==> src/rtl/pipeline_pkg.sv <==
// Shared state encoding and helpers for the pipeline skid stage.
package pipeline_pkg;
  localparam int unsigned STATE_W = 2;
  localparam int unsigned OCC_W   = 2;

  typedef logic [STATE_W-1:0] state_t;

  localparam state_t ST_EMPTY = 2'd0;
  localparam state_t ST_BUSY  = 2'd1;
  localparam state_t ST_FULL  = 2'd2;

  // Number of words held in a given state; illegal encodings report empty.
  function automatic logic [OCC_W-1:0] occ_of(input state_t s);
    case (s)
      ST_BUSY: occ_of = OCC_W'(1);
      ST_FULL: occ_of = OCC_W'(2);
      default: occ_of = OCC_W'(0);
    endcase
  endfunction
endpackage

==> src/rtl/pipeline_slot.sv <==
// Load-enabled payload register with asynchronous clear to zero.
module pipeline_slot #(
  parameter int unsigned NUM_BITS = 16
) (
  input  logic                clk,
  input  logic                rst_n,
  input  logic                load,
  input  logic [NUM_BITS-1:0] d,
  output logic [NUM_BITS-1:0] q
);
  always_ff @(posedge clk or negedge rst_n) begin
    if (!rst_n)    q <= '0;
    else if (load) q <= d;
  end
endmodule

==> src/rtl/pipeline_skid_stage.sv <==
// Receiving end of an inter-stage link: main slot drives the output, skid slot
// absorbs one word while the next stage stalls; flush squashes both.
module pipeline_skid_stage
  import pipeline_pkg::*;
#(
  parameter int unsigned NUM_BITS = 16
) (
  input  logic                clk,
  input  logic                rst_n,
  input  logic                in_valid,
  input  logic [NUM_BITS-1:0] in_data,
  output logic                in_ready,
  output logic                out_valid,
  output logic [NUM_BITS-1:0] out_data,
  input  logic                out_ready,
  input  logic                flush,
  output logic [OCC_W-1:0]    occupancy
);
  state_t              state_q;
  state_t              state_d;
  logic                in_fire;
  logic                out_fire;
  logic                main_load;
  logic                main_sel_skid;
  logic                skid_load;
  logic [NUM_BITS-1:0] main_d;
  logic [NUM_BITS-1:0] skid_q;

  assign in_fire  = in_valid & in_ready;
  assign out_fire = out_valid & out_ready;
  assign main_d   = main_sel_skid ? skid_q : in_data;

  // Next-state and slot load control.
  always_comb begin
    state_d       = state_q;
    main_load     = 1'b0;
    main_sel_skid = 1'b0;
    skid_load     = 1'b0;
    case (state_q)
      ST_EMPTY: begin
        if (in_fire) begin
          main_load = 1'b1;
          state_d   = ST_BUSY;
        end
      end
      ST_BUSY: begin
        if (in_fire && out_fire) begin
          main_load = 1'b1;
        end else if (in_fire) begin
          skid_load = 1'b1;
          state_d   = ST_FULL;
        end else if (out_fire) begin
          state_d = ST_EMPTY;
        end
      end
      ST_FULL: begin
        if (out_fire) begin
          main_load     = 1'b1;
          main_sel_skid = 1'b1;
          state_d       = ST_BUSY;
        end
      end
      default: state_d = ST_EMPTY;
    endcase
    // Squash wins over everything; slot contents are left untouched.
    if (flush) begin
      state_d   = ST_EMPTY;
      main_load = 1'b0;
      skid_load = 1'b0;
    end
  end

  // Handshake and occupancy outputs are flops decoded from the next state.
  always_ff @(posedge clk or negedge rst_n) begin
    if (!rst_n) begin
      state_q   <= ST_EMPTY;
      in_ready  <= 1'b1;
      out_valid <= 1'b0;
      occupancy <= '0;
    end else begin
      state_q   <= state_d;
      in_ready  <= (state_d != ST_FULL);
      out_valid <= (state_d == ST_BUSY) || (state_d == ST_FULL);
      occupancy <= occ_of(state_d);
    end
  end

  pipeline_slot #(.NUM_BITS(NUM_BITS)) u_main (
    .clk   (clk),
    .rst_n (rst_n),
    .load  (main_load),
    .d     (main_d),
    .q     (out_data)
  );

  pipeline_slot #(.NUM_BITS(NUM_BITS)) u_skid (
    .clk   (clk),
    .rst_n (rst_n),
    .load  (skid_load),
    .d     (in_data),
    .q     (skid_q)
  );
endmodule
==> config.mk <==
export PLATFORM = sky130hd
export DESIGN_NAME = pipeline_skid_stage
export DESIGN_NICKNAME = d
export VERILOG_FILES = /design/src/rtl/pipeline_pkg.sv /design/src/rtl/pipeline_slot.sv /design/src/rtl/pipeline_skid_stage.sv
export SDC_FILE = /design/constraint.sdc
export NUM_CORES = 1
export LEC_CHECK = 0
export CAP_MARGIN = 10
export CELL_PAD_IN_SITES_DETAIL_PLACEMENT = 0
export CELL_PAD_IN_SITES_GLOBAL_PLACEMENT = 2
export CORE_UTILIZATION = 25
export DETAILED_ROUTE_END_ITERATION = 7
export PLACE_DENSITY = 0.63
export SYNTH_ARGS = -nofsm -noshare
export SYNTH_HDL_FRONTEND = slang
export SYNTH_SLANG_ARGS = --single-unit
==> constraint.sdc <==
create_clock -name clk -period 2.31 [get_ports clk]
set_input_delay 0.3465 -clock clk [delete_from_list [all_inputs] [get_ports clk]]
set_output_delay 0.3465 -clock clk [all_outputs]
set_load 0.005 [all_outputs]
---- Word-level counts from Yosys, hierarchy flattened ----
Cells that the tools add are included.
storage, ports and cells
  register bits ........................... 38
  bits in latches ......................... 0
  RAM bits ................................ 0
  bits in read-only memories .............. 0
  bits of input ports ..................... 21
  memories kept ........................... 0
operators by class
  add/subtract/negate cells ............... 0
  $mul .................................... 0
  div/mod/pow operators ................... 0
  $lt $le $gt $ge ......................... 0
  equality and inequality tests ........... 5
  shifts and indexed selects .............. 0
  multiplexer cells ....................... 18
  bitwise logic cells ..................... 2
  reductions and logical operators ........ 3
operators with widths
  cell                                                 number
  two-way mux 16 bit                                   1
  two-way mux 2 bit                                    6
  two-way mux 1 bit                                    8
  case mux 2 bit (3 select lines)                      1
  equality test 2 x 1 -> 1 bit, second input constant  2
  equality test 2 bit, second input constant           2
  case mux 2 bit (2 select lines)                      1
  case mux 1 bit (3 select lines)                      1
  bitwise AND 1 bit                                    2
  zero test 2 bit                                      1
  != test 2 bit, second input constant                 1
  logical AND 1 bit                                    1
  logical OR 1 bit                                     1

---- Depth between registers and ports, before layout ----
Gate-level depths: netlist (run 1).
  word-level depth ........................ 8
  gate-level depth with buffers ........... 5
  depth with buffers taken out ............ 5

---- Modules after synthesis ----
From an unflattened synthesis (run 1), not the netlist that was laid out.
second synthesis, totals
  cell total of the unflattened synthesis .. 114
  area total of the unflattened synthesis .. 1854.3 sq um
modules (own cells, without submodules)
  module               times used  cells an instance  area each (sq um)  seq. area each (sq um)
  pipeline_slot        2           34                 649.4              400.4
  pipeline_skid_stage  1           46                 555.5              151.4

---- Worst setup path after synthesis (run 1) ----
OpenSTA, ideal clock, no wires.
  kind .................................... reg-to-reg
  from .................................... reg state_q[0]
  to ...................................... reg u_main.q[10]
  setup time .............................. 0.125 ns
  arrival ................................. 1.680 ns
  required time ........................... 2.185 ns
  path slack .............................. 0.506 ns
  cell stages (with the launch flop) ...... 6
  path through ............................ dfrtp_1 buf_6 nand4b_4 a221oi_4 buf_6 mux2_2
on the way
  word-level cells in the longest chain between the ends .. 3
  elaborated cells between the ends (all ways) .. 7
  classes of those cells .................. eq/ne (2); mux (4); reduce/logical (1)
RTL lines
  item                                                                         RTL line                                              text
  from (decl)                                                                  pipeline_skid_stage.sv:19                             state_t state_q;
  from (signal assigned)                                                       pipeline_skid_stage.sv:81                             state_q <= state_d;
  equality test 2 bit, or another cell as far along                            pipeline_skid_stage.sv:39                             case (state_q)
  case mux 1 bit (3 select lines) / two-way mux 1 bit (equally long branches)  pipeline_skid_stage.sv:39
  two-way mux 1 bit / two-way mux 16 bit (equally long branches)               pipeline_skid_stage.sv:66, pipeline_skid_stage.sv:31
  to (signal assigned)                                                         pipeline_slot.sv:12                                   if (!rst_n) q <= '0;
  to (signal assigned)                                                         pipeline_slot.sv:13                                   else if (load) q <= d;
  to (decl)                                                                    pipeline_slot.sv:9                                    output logic [NUM_BITS-1:0] q
Several ways; a longest one is shown, not always the timed one.
A chain may end at the register's enable or synchronous reset.

---- Worst setup path in the final report (run 1) ----
  from .................................... in out_ready
  to ...................................... reg u_main.q[7]
on the way
  word-level cells in the longest chain between the ends .. 5
  elaborated cells between the ends (all ways) .. 8
  classes of those cells .................. mux (6); bitwise (1); reduce/logical (1)
RTL lines
  item                             RTL line                   text
  from (decl)                      pipeline_skid_stage.sv:15  input logic out_ready,
  bitwise AND 1 bit *              pipeline_skid_stage.sv:30  assign out_fire = out_valid & out_ready;
  logical AND 1 bit                pipeline_skid_stage.sv:47  if (in_fire && out_fire) begin
  two-way mux 1 bit                pipeline_skid_stage.sv:47
  case mux 1 bit (3 select lines)  pipeline_skid_stage.sv:39
  two-way mux 1 bit                pipeline_skid_stage.sv:66  if (flush) begin
Mark *: on every way between the ends. The rest lies on a longest branch, timed or not.

==> impl_metrics.yaml, run 1 <==
power:
  vdd.ir_drop.worst_mv: 0.244
  leakagePower_nw: 0.995
  power_density_nw_per_um2: 1060
floorplanning:
  start_util_pct: 26.6
  floorplan.die_area_um2: 7250
  design.core.area_um2: 6490
  die_w_um: 85.1
  num_io_pins: 41
  die_height_um: 85.1
  std_cell_rows: 29
worst_setup_path:
  rr_endpoint: "u_main.q[7]$_DFFE_PN0P_"
  reg2reg_from: "state_q[0]$_DFF_PN0_"
  worstPathMaxFanout: 16
  worst-setup-path-type: "in -> reg"
  worst_setup_path_end_kind: "flop"
  reg2reg_depth: 4
  timing.reg2reg.setup_slack_ns: 0.54
  critical_path_required_ns: 2.49
  crit_arrival_ns: 2.00
  worstSetupStartpointType: "input port"
synthesis:
  synth_top_cells_by_area: "sky130_fd_sc_hd__dfrtp_1 (54%), sky130_fd_sc_hd__mux2_2 (32%), sky130_fd_sc_hd__ha_1 (2.2%)"
  yosys.cell_types.count: 21
  synth_cells: 112
  synth.top_cell.area_share_pct: 53.6
  synth.cell_area_um2: 1730
  ys_ff_latch: 38
  yosys_warnings: 0
  synth_top_area_cell: "sky130_fd_sc_hd__dfrtp_1"
  ys_seq_area_share_pct: 55.1
  synth.avg_cell_area_um2: 15.4
  postSynthNetCount: 136
routing:
  drt_drc_violations_left: 0
  drtPass1Iterations: 4
  postRouteWirelength_mm: 3.75
  antenna_violating_nets_post_route: 0
  viasPerCell: 4.62
  vias: 1095
  wire_per_inst_um: 15.8
  detailedRoute.firstIterationViolations: 24
cts:
  clk_latency_ns: 0.29
  cts_buffer_depth: 2
  cts_sinks: 38
  cts_hold_buf: 0
  clkSlewWorstSetupHoldPaths_ns: 0.08
  h_tree_levels: 2
  cts_repair_resize_count: 0
  cts.root.buffer_cell: "sky130_fd_sc_hd__clkbuf_8"
  tritoncts_clock_tree: "yes"
  cts_made_buffers: 5
  cts.repair_timing.setup_buffer_count: 0
grt:
  globalRouteOverflowTotal: 0
  total_routing_resource_utilization_after_global_routing_pct: 11.4
  global_route_wire_length_before_repair_mm: 6.22
  via_count_of_the_first_global_routing_pass: 1210
  number_of_antenna_violations_at_the_first_check_in_global_routing: 0
  grt_start_max_net_pins: 39
timing:
  max_clock_freq_ghz: 0.549
  fin_worst_skew_ns: 0.00539
  rsz0062_at_grt: "false"
  layout_min_cycle_time_ns: 1.82
  final_setup_vio_count: 0
  worst-slew-pin-transition_ns: 0.857
  slew_viol_final: 0
  slew_headroom_pct: 42.9
  layout_worst_path_cycle_share_pct: 78.9
  setup_tns_ns: 0
  hold_violations: 0
place:
  postPlaceCellArea_um2: 2230
  gp_congestion: 0.806
  dp.final_hpwl_mm: 2.56
  io_buffers: 40
cells_and_area:
  antenna_cells: 0
  areaGrowthSynthToFinish_pct: 37.3
  finalNetCount: 183
  layout-drive-gt1-share_pct: 41.3
  finalInstanceArea_um2: 2370
flow_run:
  timing.max_cap.violations: 0
min_path:
  hold_path_class: "in -> async"
outcome:
  outcome: "complete, no violations"
-- final cells by class --
class / instances / area, µm²
fillers: 618 / 4120
flip-flops and latches: 38 / 952
multi-input cells: 68 / 736
repair buffers: 44 / 438
well taps: 77 / 96.3
clock buffers: 6 / 82.6
clock inverters: 2 / 60.1
inverters: 2 / 7.51
-- metrics by stage --
step | power, mW | hold WS [ns] | util (%) | setup WS (ns) | instances
after floorplan | 1.42 | 0.0509 | - | 0.506 | 112
after global placement | 1.79 | 0.482 | 34.3 | 0.234 | 229
after detailed placement | 1.83 | 0.490 | 34.3 | 0.168 | 229
after CTS | 2.54 | 0.192 | 36.5 | 0.479 | 237
after global routing | 2.65 | 0.220 | 36.5 | 0.432 | 237
final | 2.51 | 0.160 | 36.5 | 0.489 | 237
-- layer usage --
metal  GRT usage [%]  part of all wire, %  vias to the layer above  wire, µm
met2            18.7                   47                       29      1770
met5               0                    0                        -         0
met4            4.16                  2.1                        0        78
met3            3.99                  5.3                        8       199
met1            13.8                   45                      557      1710
li1                -                    -                      501         -
-- Yosys cell counts --
cell	instances
sky130_fd_sc_hd__or2_2	1
sky130_fd_sc_hd__dfrtp_1	37
sky130_fd_sc_hd__a31oi_1	1
sky130_fd_sc_hd__nand3b_1	2
sky130_fd_sc_hd__and2_1	1
sky130_fd_sc_hd__ha_1	3
sky130_fd_sc_hd__nand2_1	1
sky130_fd_sc_hd__nand4b_4	1
sky130_fd_sc_hd__a221oi_4	1
sky130_fd_sc_hd__nand3_1	1
sky130_fd_sc_hd__o32ai_1	1
sky130_fd_sc_hd__and3b_1	1
sky130_fd_sc_hd__mux2_2	49
sky130_fd_sc_hd__a22oi_1	1
sky130_fd_sc_hd__inv_1	2
sky130_fd_sc_hd__a21oi_1	2
sky130_fd_sc_hd__o32a_1	1
sky130_fd_sc_hd__and4_1	1
sky130_fd_sc_hd__buf_2	2
sky130_fd_sc_hd__buf_6	2
sky130_fd_sc_hd__dfstp_2	1
-- worst max-delay path, stage by stage --
cell,delay [ns]
sky130_fd_sc_hd__clkdlybuf4s50_1,0.61
sky130_fd_sc_hd__nand4b_4,0.15
sky130_fd_sc_hd__a221oi_4,0.35
sky130_fd_sc_hd__buf_12,0.20
sky130_fd_sc_hd__mux2_2,0.34
-- flip-flops by register name (all words and copies together) (netlist names) --
signal	cells
u_skid.q	16
in_ready	1
occupancy	2
out_valid	1
state_q	2
u_main.q	16
-- worst max-delay path by stage --
| stage | startpoint | endpoint | slack, ns | cells past startpoint |
|---|---|---|---|---|
| floorplan | state_q[0]$_DFF_PN0_ | u_main.q[10]$_DFFE_PN0P_ | 0.51 | 5 |
| global placement | out_ready | u_main.q[1]$_DFFE_PN0P_ | 0.23 | 5 |
| detailed placement | out_ready | u_main.q[11]$_DFFE_PN0P_ | 0.17 | 5 |
| CTS | out_ready | u_main.q[8]$_DFFE_PN0P_ | 0.48 | 5 |
| global route | out_ready | u_main.q[7]$_DFFE_PN0P_ | 0.43 | 5 |
| finish | out_ready | u_main.q[7]$_DFFE_PN0P_ | 0.49 | 5 |
-- kinds of logic after synthesis --
logic type | after synthesis | share of synthesized area, %
AO/OA/AOI/OAI | 7 | 3.98
adder cells (fa/ha/maj) | 3 | 2.17
buffers and inverters | 6 | 2.32
flip-flops | 38 | 55.1
multiplexers | 49 | 31.9
AND/OR/NAND/NOR | 9 | 4.49
-- layout by cell type, fill, tap and decap left out, types with 2 or more instances in the layout --
| cell | synthesis | routed |
|---|---|---|
| sky130_fd_sc_hd__ha_1 | 3 | 3 |
| sky130_fd_sc_hd__clkdlybuf4s50_1 | 0 | 39 |
| sky130_fd_sc_hd__bufinv_16 | 0 | 2 |
| sky130_fd_sc_hd__nand3b_1 | 2 | 2 |
| sky130_fd_sc_hd__inv_1 | 2 | 2 |
| sky130_fd_sc_hd__buf_4 | 0 | 3 |
| sky130_fd_sc_hd__clkbuf_8 | 0 | 6 |
| sky130_fd_sc_hd__dfrtp_1 | 37 | 37 |
| sky130_fd_sc_hd__a21oi_1 | 2 | 2 |
| sky130_fd_sc_hd__mux2_2 | 49 | 49 |
-- power breakdown --
part	internal [mW]	switching, mW	total, mW	leakage [nW]
clock network	0.461	0.245	0.705	0.0714
registers	0.937	0.160	1.10	0.457
logic	0.495	0.209	0.703	0.466
No activity file was read; power rests on OpenSTA's default activity.
==> run 2: changes to the inputs <==
--- a/config.mk
+++ b/config.mk
@@ -10,7 +10,7 @@
 export CELL_PAD_IN_SITES_GLOBAL_PLACEMENT = 2
 export CORE_UTILIZATION = 25
 export DETAILED_ROUTE_END_ITERATION = 7
-export PLACE_DENSITY = 0.63
+export PLACE_DENSITY = 0.65
 export SYNTH_ARGS = -nofsm -noshare
 export SYNTH_HDL_FRONTEND = slang
 export SYNTH_SLANG_ARGS = --single-unit
==> constraint.sdc (replaced) <==
create_clock -name clk -period 1.5 [get_ports clk]
set_input_delay 0.225 -clock clk [delete_from_list [all_inputs] [get_ports clk]]
set_output_delay 0.225 -clock clk [all_outputs]
set_load 0.005 [all_outputs]
==> run 2 against run 1 <==
  * The flow now finishes with violations (negative setup slack)
  * Cell count up 5.1%
  * Combinational power up 81%
  * Utilization up 3.4 points
  * Register-to-register slack worse by 0.71 ns
  * Highest routed layer unchanged
==> impl_metrics.yaml, run 2 (synthesis gave the netlist of run 1 again) <==
outcome:
  outcome: "finished, violations left"
  violations: "negative setup slack"
routing:
  wire_per_inst_um: 15.0
  antenna_violating_nets_post_route: 0
  drtPass1Iterations: 2
  postRouteWirelength_mm: 3.74
  drt_drc_violations_left: 0
  vias: 1114
  detailedRoute.firstIterationViolations: 27
  viasPerCell: 4.47
grt:
  via_count_of_the_first_global_routing_pass: 1223
  total_routing_resource_utilization_after_global_routing_pct: 11.4
  global_route_wire_length_before_repair_mm: 6.23
  grt_start_max_net_pins: 23
  globalRouteOverflowTotal: 0
  number_of_antenna_violations_at_the_first_check_in_global_routing: 0
cells_and_area:
  final_core_utilization_pct: 40.0
  mostFrequentLayoutCells: "sky130_fd_sc_hd__mux2_2 (48), sky130_fd_sc_hd__clkdlybuf4s50_1 (37), sky130_fd_sc_hd__dfrtp_1 (35), sky130_fd_sc_hd__buf_4 (7), sky130_fd_sc_hd__clkbuf_8 (5)"
  layout.area.seq_um2: 955
  reg_top3: "u_main.q: 16 flops, u_skid.q: 16 flops"
  finalNetCount: 195
  filler_cell_count: 594
  antenna_cells: 0
  layout-drive-gt1-share_pct: 51.2
  most_common_cell_after_layout_fill_and_taps_aside: "sky130_fd_sc_hd__mux2_2"
  multi_input_comb_area_um2: 812
  areaGrowthSynthToFinish_pct: 50.3
cts:
  cts.root.buffer_cell: "sky130_fd_sc_hd__clkbuf_8"
  cts_buffer_depth: 2
  cts_made_buffers: 5
  clk_latency_ns: 0.29
  cts_sinks: 38
  h_tree_levels: 2
  tritoncts_clock_tree: "yes"
  clkSlewWorstSetupHoldPaths_ns: 0.08
power:
  vdd.ir_drop.worst_mv: 0.386
  power_density_nw_per_um2: 1530
  leakagePower_nw: 1.08
worst_setup_path:
  timing.reg2reg.setup_slack_ns: -0.17
  worstSetupStartpointType: "flop"
  cp_cell_sequence: "nand3b_1, a221oi_4, buf_12, mux2_2"
  worstPathMaxFanout: 16
  critical_path.slowest_cell: "sky130_fd_sc_hd__dfstp_2"
  reg2reg_depth: 4
  worst_setup_path_end_kind: "flop"
  timing.critical_path.slowest_cell_delay_ns: 0.55
  reg2reg_from: "in_ready$_DFF_PN1_"
  critical_path_required_ns: 1.67
  timing.critical_path.to: "u_main.q[2]$_DFFE_PN0P_"
  worst-setup-path-type: "reg -> reg"
  worstSetupStartpoint: "in_ready$_DFF_PN1_"
  rr_endpoint: "u_main.q[2]$_DFFE_PN0P_"
  crit_arrival_ns: 1.85
timing:
  layout_worst_path_cycle_share_pct: 112
  setup_tns_ns: -3.79
  slew_viol_final: 0
  final_setup_vio_count: 34
  setup_slack_ns: -0.173
  max_clock_freq_ghz: 0.598
  layout_min_cycle_time_ns: 1.67
  fin_worst_skew_ns: 0.00536
  slew_headroom_pct: 70.9
  worst-slew-pin-transition_ns: 0.436
  rsz0062_at_grt: "true"
  hold_violations: 0
place:
  dp.final_hpwl_mm: 2.58
  gp_congestion: 0.803
  io_buffers: 40
floorplanning:
  start_util_pct: 26.6
  std_cell_rows: 29
  floorplan.die_area_um2: 7250
  design.core.area_um2: 6490
  die_height_um: 85.1
  num_io_pins: 41
  die_w_um: 85.1
flow_run:
  timing.max_cap.violations: 0
min_path:
  hold_path_class: "in -> async"
==> run 2: cell types whose count changed in the layout (fill, tap and decap cells not counted), sizes merged <==
cell           before  now
buf                 5   16
clkbuf              6    5
clkdlybuf4s50      39   37
clkinv              0    1
dlygate4sd2         0    2
dlygate4sd3         0    1
==> run 2: what timing repair did <==
action / 4_1_cts / 5_1_grt
cloned: 1 / 0
setup endpoints to repair: 25 / 36
hold buffers: 1 / 0
endpoints found under the hold margin: 15 / 0
setup buffers: 2 / 2
resized for setup: 13 / 11
pin swaps: 3 / 3
==> run 2: worst min-delay path by stage <==
stage	start	endpoint	slack (ns)
4_1_cts	rst_n	u_skid.q[11]$_DFFE_PN0P_	0.43
3_5_place_dp	rst_n	occupancy[0]$_DFF_PN0_	0.19
2_1_floorplan	rst_n	occupancy[0]$_DFF_PN0_	-0.07
3_3_place_gp	rst_n	occupancy[0]$_DFF_PN0_	0.19
6_report	rst_n	occupancy[0]$_DFF_PN0_	0.41
5_1_grt	rst_n	u_skid.q[11]$_DFFE_PN0P_	0.45
==> run 2: where the power goes <==
group | switching [mW] | internal [mW]
Sequential | 0.227 | 1.45
Clock | 0.363 | 0.666
Combinational | 0.395 | 0.874
==> run 2: metal layers <==
metal / up-vias / routed length, µm / GRT usage (%)
met5: - / 0 / 0
met4: 0 / 78 / 5.55
met3: 6 / 177 / 3.31
met2: 27 / 1880 / 18.7
met1: 547 / 1610 / 13.8
li1: 534 / - / -
==> run 2: through the flow <==
stage / std cells / area [µm²] / setup slack [ns] / power [mW] / hold WS [ns]
2_1_floorplan: 112 / 1730 / -0.294 / 2.19 / -0.0706
3_3_place_gp: 235 / 2300 / -0.380 / 2.81 / 0.190
3_5_place_dp: 235 / 2300 / -0.416 / 2.86 / 0.190
4_1_cts: 247 / 2520 / -0.178 / 3.97 / 0.432
5_1_grt: 249 / 2600 / -0.228 / 4.23 / 0.454
6_report: 249 / 2600 / -0.173 / 3.97 / 0.412
==> run 2: area by class of cell <==
cell class,count,area share (%)
Tap cell,77,3.71
Multi-Input combinational cell,68,31.3
Sequential cell,38,36.8
Clock buffer,5,2.65
Timing Repair Buffer,56,22.7
Inverter,2,0.289
Clock inverter,3,2.65
==> run 2: critical path: cells and delay by family, from the launching register on <==
| kind | cells | cell delay (ns) |
|---|---|---|
| flops | 1 | 0.55 |
| compound gates | 1 | 0.34 |
| mux | 1 | 0.34 |
| buf+inv | 1 | 0.20 |
| simple gates | 1 | 0.12 |
==> run 3: changes to the inputs <==
--- a/config.mk
+++ b/config.mk
@@ -9,6 +9,7 @@
 export CELL_PAD_IN_SITES_DETAIL_PLACEMENT = 0
 export CELL_PAD_IN_SITES_GLOBAL_PLACEMENT = 2
 export CORE_UTILIZATION = 25
+export CTS_CLUSTER_SIZE = 16
 export DETAILED_ROUTE_END_ITERATION = 7
 export PLACE_DENSITY = 0.65
 export SYNTH_ARGS = -nofsm -noshare
==> results of run 3 <==
The final DEF is identical to that of run 2; final timing and power are the same.
==> RTL edit, RTL diff (config.mk and constraints of run 2) <==
Set the package constant `STATE_W` to 4 (it was 2).
--- a/src/rtl/pipeline_pkg.sv
+++ b/src/rtl/pipeline_pkg.sv
@@ -1,6 +1,6 @@
 // Shared state encoding and helpers for the pipeline skid stage.
 package pipeline_pkg;
-  localparam int unsigned STATE_W = 2;
+  localparam int unsigned STATE_W = 4;
   localparam int unsigned OCC_W   = 2;
 
   typedef logic [STATE_W-1:0] state_t;
Formal check against the unedited RTL: no difference found for any inputs over 10 cycles, from zero or initial values and one cycle with rst_n low; that may be too few to reach the edited logic, so the function may still have changed.
==> RTL edit against run 2 <==
  * Sequential cell count is 2 higher
  * Count of clock-buffer cells in the layout unchanged
  * The flow still finishes with violations (negative setup slack)
  * Area after synthesis grew 3.3%
  * Synthesized cell count increased by 39%
  * Fmax is 0.68% lower
  * Setup slack got worse by 0.011 ns
  * Global-route usage grew 2.9 points
  * Largest cell class unchanged
  * Final area increased by 5.9%
  * Critical endpoint is now u_skid.q[7]
  * Wire length rose by 38%
Power is not compared: it rests on default switching activity, and its combinational part moved more than twofold at a synthesized area within 25%.
==> RTL edit: results (changes against run 2) <==
outcome complete, but fails checks; failing checks negative setup slack; final-report setup violation count 37 (+8.8%); placed cell area 0.00240 mm^2 (+4.2%); peak supply drop approximately 0.00042 V; Clk power about 900 uW; final non-filler cell total 309 (+24%); cell family with most CP delay simple AND/OR/NAND/NOR gates; WL met1 2320 um (+44%); CP max stage delay 0.42 ns (-0.13 ns); DPL Wire Length 3240 um (+25%); Synth warnings 0 (unchanged); initial DRC count 45 (+67%); vias in the first global route 1,677 (+37%); layout cells sized above 1 38.0% (-13 points); setup TNS -5.61 ns (-1.82 ns); reg2reg start state_q[2]; Syn Area/Cell 11.4 um^2 (-26%); overall power about 2.8 mW; critical-path maximum fanout 8 (-8); Worst Hold Slack 0.412 ns (+0.000548 ns); met3 wire len 219 um (+24%); biggest regs u_main.q x16, u_skid.q x16, state_q x4; final worst slack -0.184 ns (-0.0115 ns); first-pass GRT wire length 8200 um (+32%); PortBufs 40 (unchanged); arrival time worst endpoint 1.87 ns (+0.02 ns); Yosys cell types 25 (+19%); Worst Skew 0.00627 ns (+0.000910 ns); Tot GR Track Use 14.3% (+2.9 points); Place WS -0.612 ns (-0.196 ns); RD Place Congestion 0.798 (-0.62%); Final nets 233 (+19%); wire length per cell 16.7 um (+11%); Placed Instances 298 (+27%); RR Endpoint u_skid.q[7]; DR pass1 iterations 4 (+2); met2 capacity usage during global routing 24.2% (+5.5 points); vias 1,506 (+35%); GR Layer Usage met1 17.6% (+3.7 points); DR WL met2 2560 um (+36%); met3 usage 3.81% (+0.50 points); top post-synthesis cells by area dfrtp_1, mux2_2, a311oi_1
==> RTL edit: changes by cell type in the layout (fill, tap and decap cells not counted), sizes merged, moves of 3 or more <==
cell    delta
a311oi    +16
buf        +7
ha         -3
inv       +15
mux2      -32
nor3      +16
nor3b      +3
nor4      +16
==> RTL edit: layout make-up <==
type                    instances  area (um^2)
clock inverters                 3         42.5
flip-flops and latches         40         1000
well taps                      96          120
repair buffers                 63          603
fillers                       666         4080
multi-input cells              85          848
clock buffers                   5         68.8
inverters                      17         63.8
==> RTL edit: timing repair <==
| action | 4_1_cts | 5_1_grt |
|---|---|---|
| hold buffers | 1 | 0 |
| endpoints found under the hold margin | 18 | 0 |
| setup endpoints to repair | 37 | 37 |
| resized for setup | 21 | 21 |
| pin swaps | 6 | 3 |
| setup buffers | 3 | 1 |
==> RTL edit: cell families (layout without fill, tap and decap cells) <==
group,after synthesis,in the layout,share of synthesized area (%)
AND/OR/NAND/NOR,45,45,15.4
multiplexers,17,17,10.7
buffers and inverters,32,88,7.78
AO/OA/AOI/OAI,21,21,9.74
other,1,2,0.210
flip-flops,40,40,56.1
==> RTL edit: how the worst max path moves through the flow <==
stage | startpoint | cells after the start | end | slack, ns
2_1_floorplan | state_q[2] | 5 | u_skid.q[0] | -0.27
3_3_place_gp | flush | 5 | u_skid.q[14] | -0.54
3_5_place_dp | flush | 5 | u_main.q[6] | -0.61
4_1_cts | state_q[3] | 4 | u_main.q[13] | -0.20
5_1_grt | state_q[2] | 4 | u_skid.q[9] | -0.24
6_report | state_q[2] | 4 | u_skid.q[7] | -0.18
==> RTL edit: worst register-to-register path, stage by stage, from the launching register on <==
cell and delay (ns):
dfrtp_1 0.37, or3_4 0.42, nor3b_4 0.22, buf_4 0.22
mux2_2 0.36
